[config.mk]
export PLATFORM = sky130hd
export DESIGN_NAME = key_pt_router_flat
export DESIGN_NICKNAME = d
export VERILOG_FILES = /design/src/rtl/key_pt_router_if.sv /design/src/rtl/key_pt_router.sv /design/src/flat_wrapper.sv
export SDC_FILE = /design/constraint.sdc
export NUM_CORES = 1
export LEC_CHECK = 0
export ABC_CLOCK_PERIOD_IN_PS = 12150
export BUFFER_PORTS_ARGS = -buffer_cell sky130_fd_sc_hd__buf_2
export CAP_MARGIN = 20
export CORE_MARGIN = 2
export CORE_UTILIZATION = 39
export CTS_CLUSTER_DIAMETER = 150
export CTS_CLUSTER_SIZE = 14
export DETAILED_ROUTE_END_ITERATION = 12
export HOLD_SLACK_MARGIN = 0.15
export PLACE_DENSITY_LB_ADDON = 0.3
export SYNTH_ARGS = -nofsm -noshare
export SYNTH_HDL_FRONTEND = slang
export SYNTH_SLANG_ARGS = --single-unit
[constraint.sdc]
create_clock -name clk -period 12.15 [get_ports clk]
set_input_delay 1.8225 -clock clk [delete_from_list [all_inputs] [get_ports clk]]
set_output_delay 1.8225 -clock clk [all_outputs]
set_load 0.02 [all_outputs]
[src/rtl/key_pt_router_if.sv]
// Block stream in, key/plaintext streams out, between the block assembler and the AES key schedule / round core.
interface key_pt_router_if #(
  parameter int DATA_W = 128,
  parameter int CNT_W  = 16
);
  logic [DATA_W-1:0] block;
  logic              write_en;
  logic              rekey;
  logic              pt_ready;
  logic              in_ready;
  logic [DATA_W-1:0] key_block;
  logic              key_write;
  logic [DATA_W-1:0] pt_block;
  logic              pt_write;
  logic [CNT_W-1:0]  pt_count;
  logic              drop;
  logic              expect_key;

  modport master (
    output block, write_en, rekey, pt_ready,
    input  in_ready, key_block, key_write, pt_block, pt_write, pt_count, drop, expect_key
  );

  modport slave (
    input  block, write_en, rekey, pt_ready,
    output in_ready, key_block, key_write, pt_block, pt_write, pt_count, drop, expect_key
  );
endinterface

[src/rtl/key_pt_router.sv]
// Classifies incoming blocks as key or plaintext by a programmable reuse count and forwards them.
// Keys/plaintexts appear one cycle after acceptance; a stalled plaintext parks in a one-entry hold and drops new writes.
module key_pt_router #(
  parameter int DATA_W     = 128,
  parameter int PT_PER_KEY = 1,
  parameter int CNT_W      = 16
) (
  input  logic clk,
  input  logic reset,
  key_pt_router_if.slave bus
);

  typedef enum logic [1:0] {
    WAIT_KEY = 2'd0,
    WAIT_PT  = 2'd1,
    PT_PEND  = 2'd2
  } state_t;

  state_t            state;
  state_t            state_nxt;
  logic              rekey_pend;
  logic [DATA_W-1:0] key_block_q;
  logic [DATA_W-1:0] pt_block_q;
  logic [CNT_W-1:0]  pt_count_q;
  logic              key_write_q;
  logic              pt_write_q;
  logic              drop_q;

  logic              in_ready_c;
  logic              expect_key_c;
  logic              load_key;
  logic              load_pt;
  logic              deliver;
  logic              drop_set;
  logic [CNT_W-1:0]  cnt_inc;
  logic              limit_hit;

  // Count limit is judged on the value the delivering edge will write.
  assign cnt_inc   = pt_count_q + 1'b1;
  assign limit_hit = (PT_PER_KEY != 0) && (cnt_inc == CNT_W'(PT_PER_KEY));

  always_ff @(posedge clk or posedge reset) begin
    if (reset) begin
      state <= WAIT_KEY;
    end else begin
      state <= state_nxt;
    end
  end

  always_comb begin
    state_nxt = state;
    case (state)
      WAIT_KEY: begin
        if (bus.write_en) state_nxt = WAIT_PT;
      end
      WAIT_PT: begin
        // A rekey coincident with a write turns that block into the new key.
        if (bus.rekey) begin
          state_nxt = bus.write_en ? WAIT_PT : WAIT_KEY;
        end else if (bus.write_en) begin
          if (bus.pt_ready) state_nxt = limit_hit ? WAIT_KEY : WAIT_PT;
          else              state_nxt = PT_PEND;
        end
      end
      PT_PEND: begin
        if (bus.pt_ready) begin
          state_nxt = (rekey_pend || bus.rekey || limit_hit) ? WAIT_KEY : WAIT_PT;
        end
      end
      default: state_nxt = WAIT_KEY;
    endcase
  end

  always_comb begin
    in_ready_c   = 1'b0;
    expect_key_c = 1'b0;
    load_key     = 1'b0;
    load_pt      = 1'b0;
    deliver      = 1'b0;
    drop_set     = 1'b0;
    case (state)
      WAIT_KEY: begin
        in_ready_c   = 1'b1;
        expect_key_c = 1'b1;
        load_key     = bus.write_en;
      end
      WAIT_PT: begin
        in_ready_c = 1'b1;
        load_key   = bus.write_en && bus.rekey;
        load_pt    = bus.write_en && !bus.rekey;
        deliver    = bus.write_en && !bus.rekey && bus.pt_ready;
      end
      PT_PEND: begin
        deliver  = bus.pt_ready;
        drop_set = bus.write_en;
      end
      default: begin
        in_ready_c = 1'b0;
      end
    endcase
  end

  always_ff @(posedge clk or posedge reset) begin
    if (reset) begin
      rekey_pend  <= 1'b0;
      key_block_q <= '0;
      pt_block_q  <= '0;
      pt_count_q  <= '0;
      key_write_q <= 1'b0;
      pt_write_q  <= 1'b0;
      drop_q      <= 1'b0;
    end else begin
      key_write_q <= load_key;
      pt_write_q  <= deliver;
      drop_q      <= drop_set;
      // A rekey seen while stalled survives until the held plaintext leaves.
      rekey_pend  <= (state == PT_PEND) && !bus.pt_ready && (rekey_pend || bus.rekey);
      if (load_key) begin
        key_block_q <= bus.block;
      end
      if (load_pt) begin
        pt_block_q <= bus.block;
      end
      if (load_key) begin
        pt_count_q <= '0;
      end else if (deliver) begin
        pt_count_q <= cnt_inc;
      end
    end
  end

  assign bus.in_ready   = in_ready_c;
  assign bus.expect_key = expect_key_c;
  assign bus.key_block  = key_block_q;
  assign bus.key_write  = key_write_q;
  assign bus.pt_block   = pt_block_q;
  assign bus.pt_write   = pt_write_q;
  assign bus.pt_count   = pt_count_q;
  assign bus.drop       = drop_q;

endmodule

[src/flat_wrapper.sv]
// flat-port wrapper written by rule: the top's interface ports become plain ports
module key_pt_router_flat 
#(
  parameter int DATA_W     = 128,
  parameter int PT_PER_KEY = 1,
  parameter int CNT_W      = 16
)
  (clk, reset, bus_block, bus_write_en, bus_rekey, bus_pt_ready, bus_in_ready, bus_key_block, bus_key_write, bus_pt_block, bus_pt_write, bus_pt_count, bus_drop, bus_expect_key);
  key_pt_router_if #(.DATA_W(DATA_W), .CNT_W(CNT_W)) bus_i ();
  input  logic clk;
  input  logic reset;
  input wire logic [$bits(bus_i.block)-1:0] bus_block;
  input wire logic [$bits(bus_i.write_en)-1:0] bus_write_en;
  input wire logic [$bits(bus_i.rekey)-1:0] bus_rekey;
  input wire logic [$bits(bus_i.pt_ready)-1:0] bus_pt_ready;
  output wire logic [$bits(bus_i.in_ready)-1:0] bus_in_ready;
  output wire logic [$bits(bus_i.key_block)-1:0] bus_key_block;
  output wire logic [$bits(bus_i.key_write)-1:0] bus_key_write;
  output wire logic [$bits(bus_i.pt_block)-1:0] bus_pt_block;
  output wire logic [$bits(bus_i.pt_write)-1:0] bus_pt_write;
  output wire logic [$bits(bus_i.pt_count)-1:0] bus_pt_count;
  output wire logic [$bits(bus_i.drop)-1:0] bus_drop;
  output wire logic [$bits(bus_i.expect_key)-1:0] bus_expect_key;
  assign bus_i.block = bus_block;
  assign bus_i.write_en = bus_write_en;
  assign bus_i.rekey = bus_rekey;
  assign bus_i.pt_ready = bus_pt_ready;
  assign bus_in_ready = bus_i.in_ready;
  assign bus_key_block = bus_i.key_block;
  assign bus_key_write = bus_i.key_write;
  assign bus_pt_block = bus_i.pt_block;
  assign bus_pt_write = bus_i.pt_write;
  assign bus_pt_count = bus_i.pt_count;
  assign bus_drop = bus_i.drop;
  assign bus_expect_key = bus_i.expect_key;
  key_pt_router #(.DATA_W(DATA_W), .PT_PER_KEY(PT_PER_KEY), .CNT_W(CNT_W)) u_core (.clk(clk), .reset(reset), .bus(bus_i));
endmodule
==> impl_metrics.json <==
{
  "status": "finished, final reports clean",
  "r2r-start": "u_core.state[1]",
  "cts.sinks": 278,
  "worstSetupStartpointType": "register",
  "synth_warnings": 0,
  "routed_wl_mm": 31.4,
  "clk_pin_slew_worst_paths_ns": 0.07,
  "crit_end": "bus_in_ready",
  "crit_slowest_cell": "dfrtp_1",
  "timing.setup.tns_ns": 0,
  "final.fill_count": 2727,
  "fin_crit_ns": 3.57,
  "max-cap-violations": 0,
  "dieArea_mm2": 0.0294,
  "rsz0062_at_grt": "false",
  "slew_headroom_pct": 33.8,
  "syn-num-nets": 1386,
  "gp_congestion": 0.858,
  "ir_drop_mv": 0.122,
  "r2r_cells": 8,
  "antenna_left": 0,
  "fin_cells": 2006,
  "cts_tree": "built",
  "cts-root-buf": "clkbuf_16",
  "slew_violations": 0,
  "port_buffers": 409,
  "drcViolationCount": 0,
  "synth_cell_types": 44,
  "crit_family": "flip-flops",
  "syn_inst": 1247,
  "wl_per_cell_um": 15.6,
  "num_rows": 61,
  "worstPathMaxFanout": 5,
  "vias": 9425,
  "final_nets": 1764,
  "critical-path-max-stage-delay_ns": 0.38,
  "clk_path_buf_depth": 3,
  "worstPathRequired_ns": 10.33,
  "yosys-top-cells-area": "dfrtp_1 (64%), nand2_1 (27%), clkbuf_1 (1.8%)",
  "die_x_um": 172,
  "p_leak_nw": 8.07,
  "drive_gt1_share_pct": 28.1,
  "grt_max_degree": 149,
  "synth_area_mm2": 0.0109,
  "seq_area_frac_synth_pct": 63.6,
  "overflow": 0,
  "antenna_found_initial": 3,
  "timing.critical_path.buf_inv": 2,
  "post_cts_resized": 0,
  "crit_start": "u_core.state[0]",
  "power_density_mw_per_mm2": 284,
  "io_pins": 410,
  "critical_path_depth": 4,
  "timing_hold_violations_final": 0,
  "ys.flop_type": "dfrtp_1",
  "rr_endpoint": "u_core.bus.key_block[105]",
  "synth_top_area_share_pct": 63.6,
  "drt_pre_antenna_iters": 5,
  "syn_avg_cell_area_um2": 8.78,
  "worstSetupPathType": "register to primary output",
  "tightest_slew_ns": 0.993,
  "rrSetupSlack_ns": 9.44,
  "synth_top_area_cell": "dfrtp_1",
  "first_iter_violations": 689,
  "fmax_mhz": 280,
  "place_hpwl_mm": 21.5,
  "area_growth_pct": 27.2,
  "crit_path_cell_trace": "inv_1 -> ha_1 -> or2_2 -> buf_2",
  "min_path_type": "register to register",
  "grt_pass1_wl_mm": 48.4,
  "vias_per_cell": 4.70,
  "endpoint_kind": "primary output",
  "ff_latch_area_mm2": 0.00696,
  "coreArea_mm2": 0.0277,
  "start_util_pct": 39.5,
  "total_power_w": 0.00396,
  "synth_edf_count": 0,
  "finalCritPeriodShare_pct": 29.4,
  "ctsHoldBuffers": 0,
  "clkLatencyLatePin_ns": 0.51,
  "htreeDepth": 1,
  "synthArstFlopShare_pct": 100,
  "post_cts_buffers": 0,
  "setup_viol": 0,
  "die_h_um": 172,
  "multi_input_area_mm2": 0.00372,
  "fin_ws_ns": 8.58,
  "dp_cells": 1977,
  "dp_slack_ns": 8.20,
  "cp.arrival_ns": 1.75,
  "numCtsBuffers": 23,
  "globalRouteTotalUtil_pct": 20.6,
  "synth_seq_cells": 278,
  "finClkSkew_ns": 0.0108,
  "first_global_vias": 9036
}
## layer usage
layer / routed length, um / GRT usage (%) / part of all wire, %
met3: 2290 / 3.80 / 7.3
met2: 15200 / 34.6 / 48
met1: 13100 / 26.9 / 42
met5: 0 / 0 / 0
met4: 819 / 6.78 / 2.6
## state kept, by name (all words and copies together) (netlist names)
name	flops
u_core.bus.key_block	128
u_core.bus.pt_block	128
u_core.bus.pt_count	16
u_core.state	2
u_core.bus.drop	1
u_core.bus.key_write	1
u_core.bus.pt_write	1
u_core.rekey_pend	1
## synth_stat cells, drive strengths merged (2+ instances only)
library cell,number
nand3,9
o31ai,2
xor2,11
a21oi,4
nor3,4
ha,6
dfrtp,278
o211ai,2
or2,4
buf,12
and3,4
and2,3
xnor2,8
nand2,783
nand4,6
clkbuf,52
or3,3
o21ai,5
inv,10
nor2,26
## layout make-up
cell class	instances	share of cell area, %
Sequential cell	278	50.0
Multi-Input combinational cell	895	26.7
Timing Repair Buffer	417	15.3
Clock buffer	24	4.23
Tap cell	378	3.40
Inverter	10	0.342
Antenna cell	4	0.0719
## kinds of logic after synthesis
group,share of synthesized area (%)
xor gates and xnor gates,1.52
DFF,63.6
buffers and inverters,2.69
muxes,0.0915
AOI/OAI and AO/OA,1.37
and+or+nand+nor,30.1
adders and majority gates,0.686
## how the worst min path moves through the flow
stage | startpoint | end | slack (ns) | cells after the start
finish | u_core.bus.key_block[106] | u_core.bus.key_block[106] | 0.47 | 2
global route | u_core.bus.key_block[84] | u_core.bus.key_block[84] | 0.49 | 2
CTS | u_core.bus.key_block[21] | u_core.bus.key_block[21] | 0.47 | 2
detailed placement | u_core.bus.key_block[21] | u_core.bus.key_block[21] | 0.46 | 2
global placement | u_core.bus.pt_block[115] | u_core.bus.pt_block[115] | 0.45 | 2
floorplan | u_core.rekey_pend | u_core.rekey_pend | 0.46 | 2
## power by group
part           total, W  internal (W)  switching [W]
sequential      0.00158       0.00135       0.000224
clock          0.000656      0.000340       0.000315
combinational   0.00173      0.000519        0.00121
total           0.00396       0.00221        0.00175
## through the flow
step	hold WS (ns)	cell area (um^2)	util [%]
after detailed placement	0.456	13300	48.0
final	0.467	13900	50.2
after global routing	0.486	13900	50.2
after global placement	0.452	13300	48.0
after floorplan	0.462	10900	-
after CTS	0.472	13900	50.1
## placed cells by master (no fill, tap or decap), drive strengths merged, types with 2 or more instances in the layout
| cell | netlist | routed |
|---|---|---|
| and3 | 4 | 4 |
| dfrtp | 278 | 278 |
| nor3 | 4 | 4 |
| ha | 6 | 6 |
| and2 | 3 | 3 |
| inv | 10 | 10 |
| nand2 | 783 | 783 |
| nand3 | 9 | 9 |
| clkbuf | 52 | 24 |
| o211ai | 2 | 2 |
| nand4 | 6 | 6 |
| o31ai | 2 | 2 |
| buf | 12 | 417 |
| o21ai | 5 | 5 |
| nor2 | 26 | 26 |
| or2 | 4 | 4 |
| or3 | 3 | 3 |
| xnor2 | 8 | 8 |
| diode | 0 | 4 |
| xor2 | 11 | 11 |
| a21oi | 4 | 4 |
## worst reg2reg max path, delay by kind of cell (launching register included)
kind	cells	cell delay [ns]
and+or+nand+nor	3	0.49
adders and majority gates	1	0.23
buffers and inverters	3	1.43
AOI/OAI and AO/OA	1	0.08
DFF	1	0.42
Power figures use the tool's default switching activity.
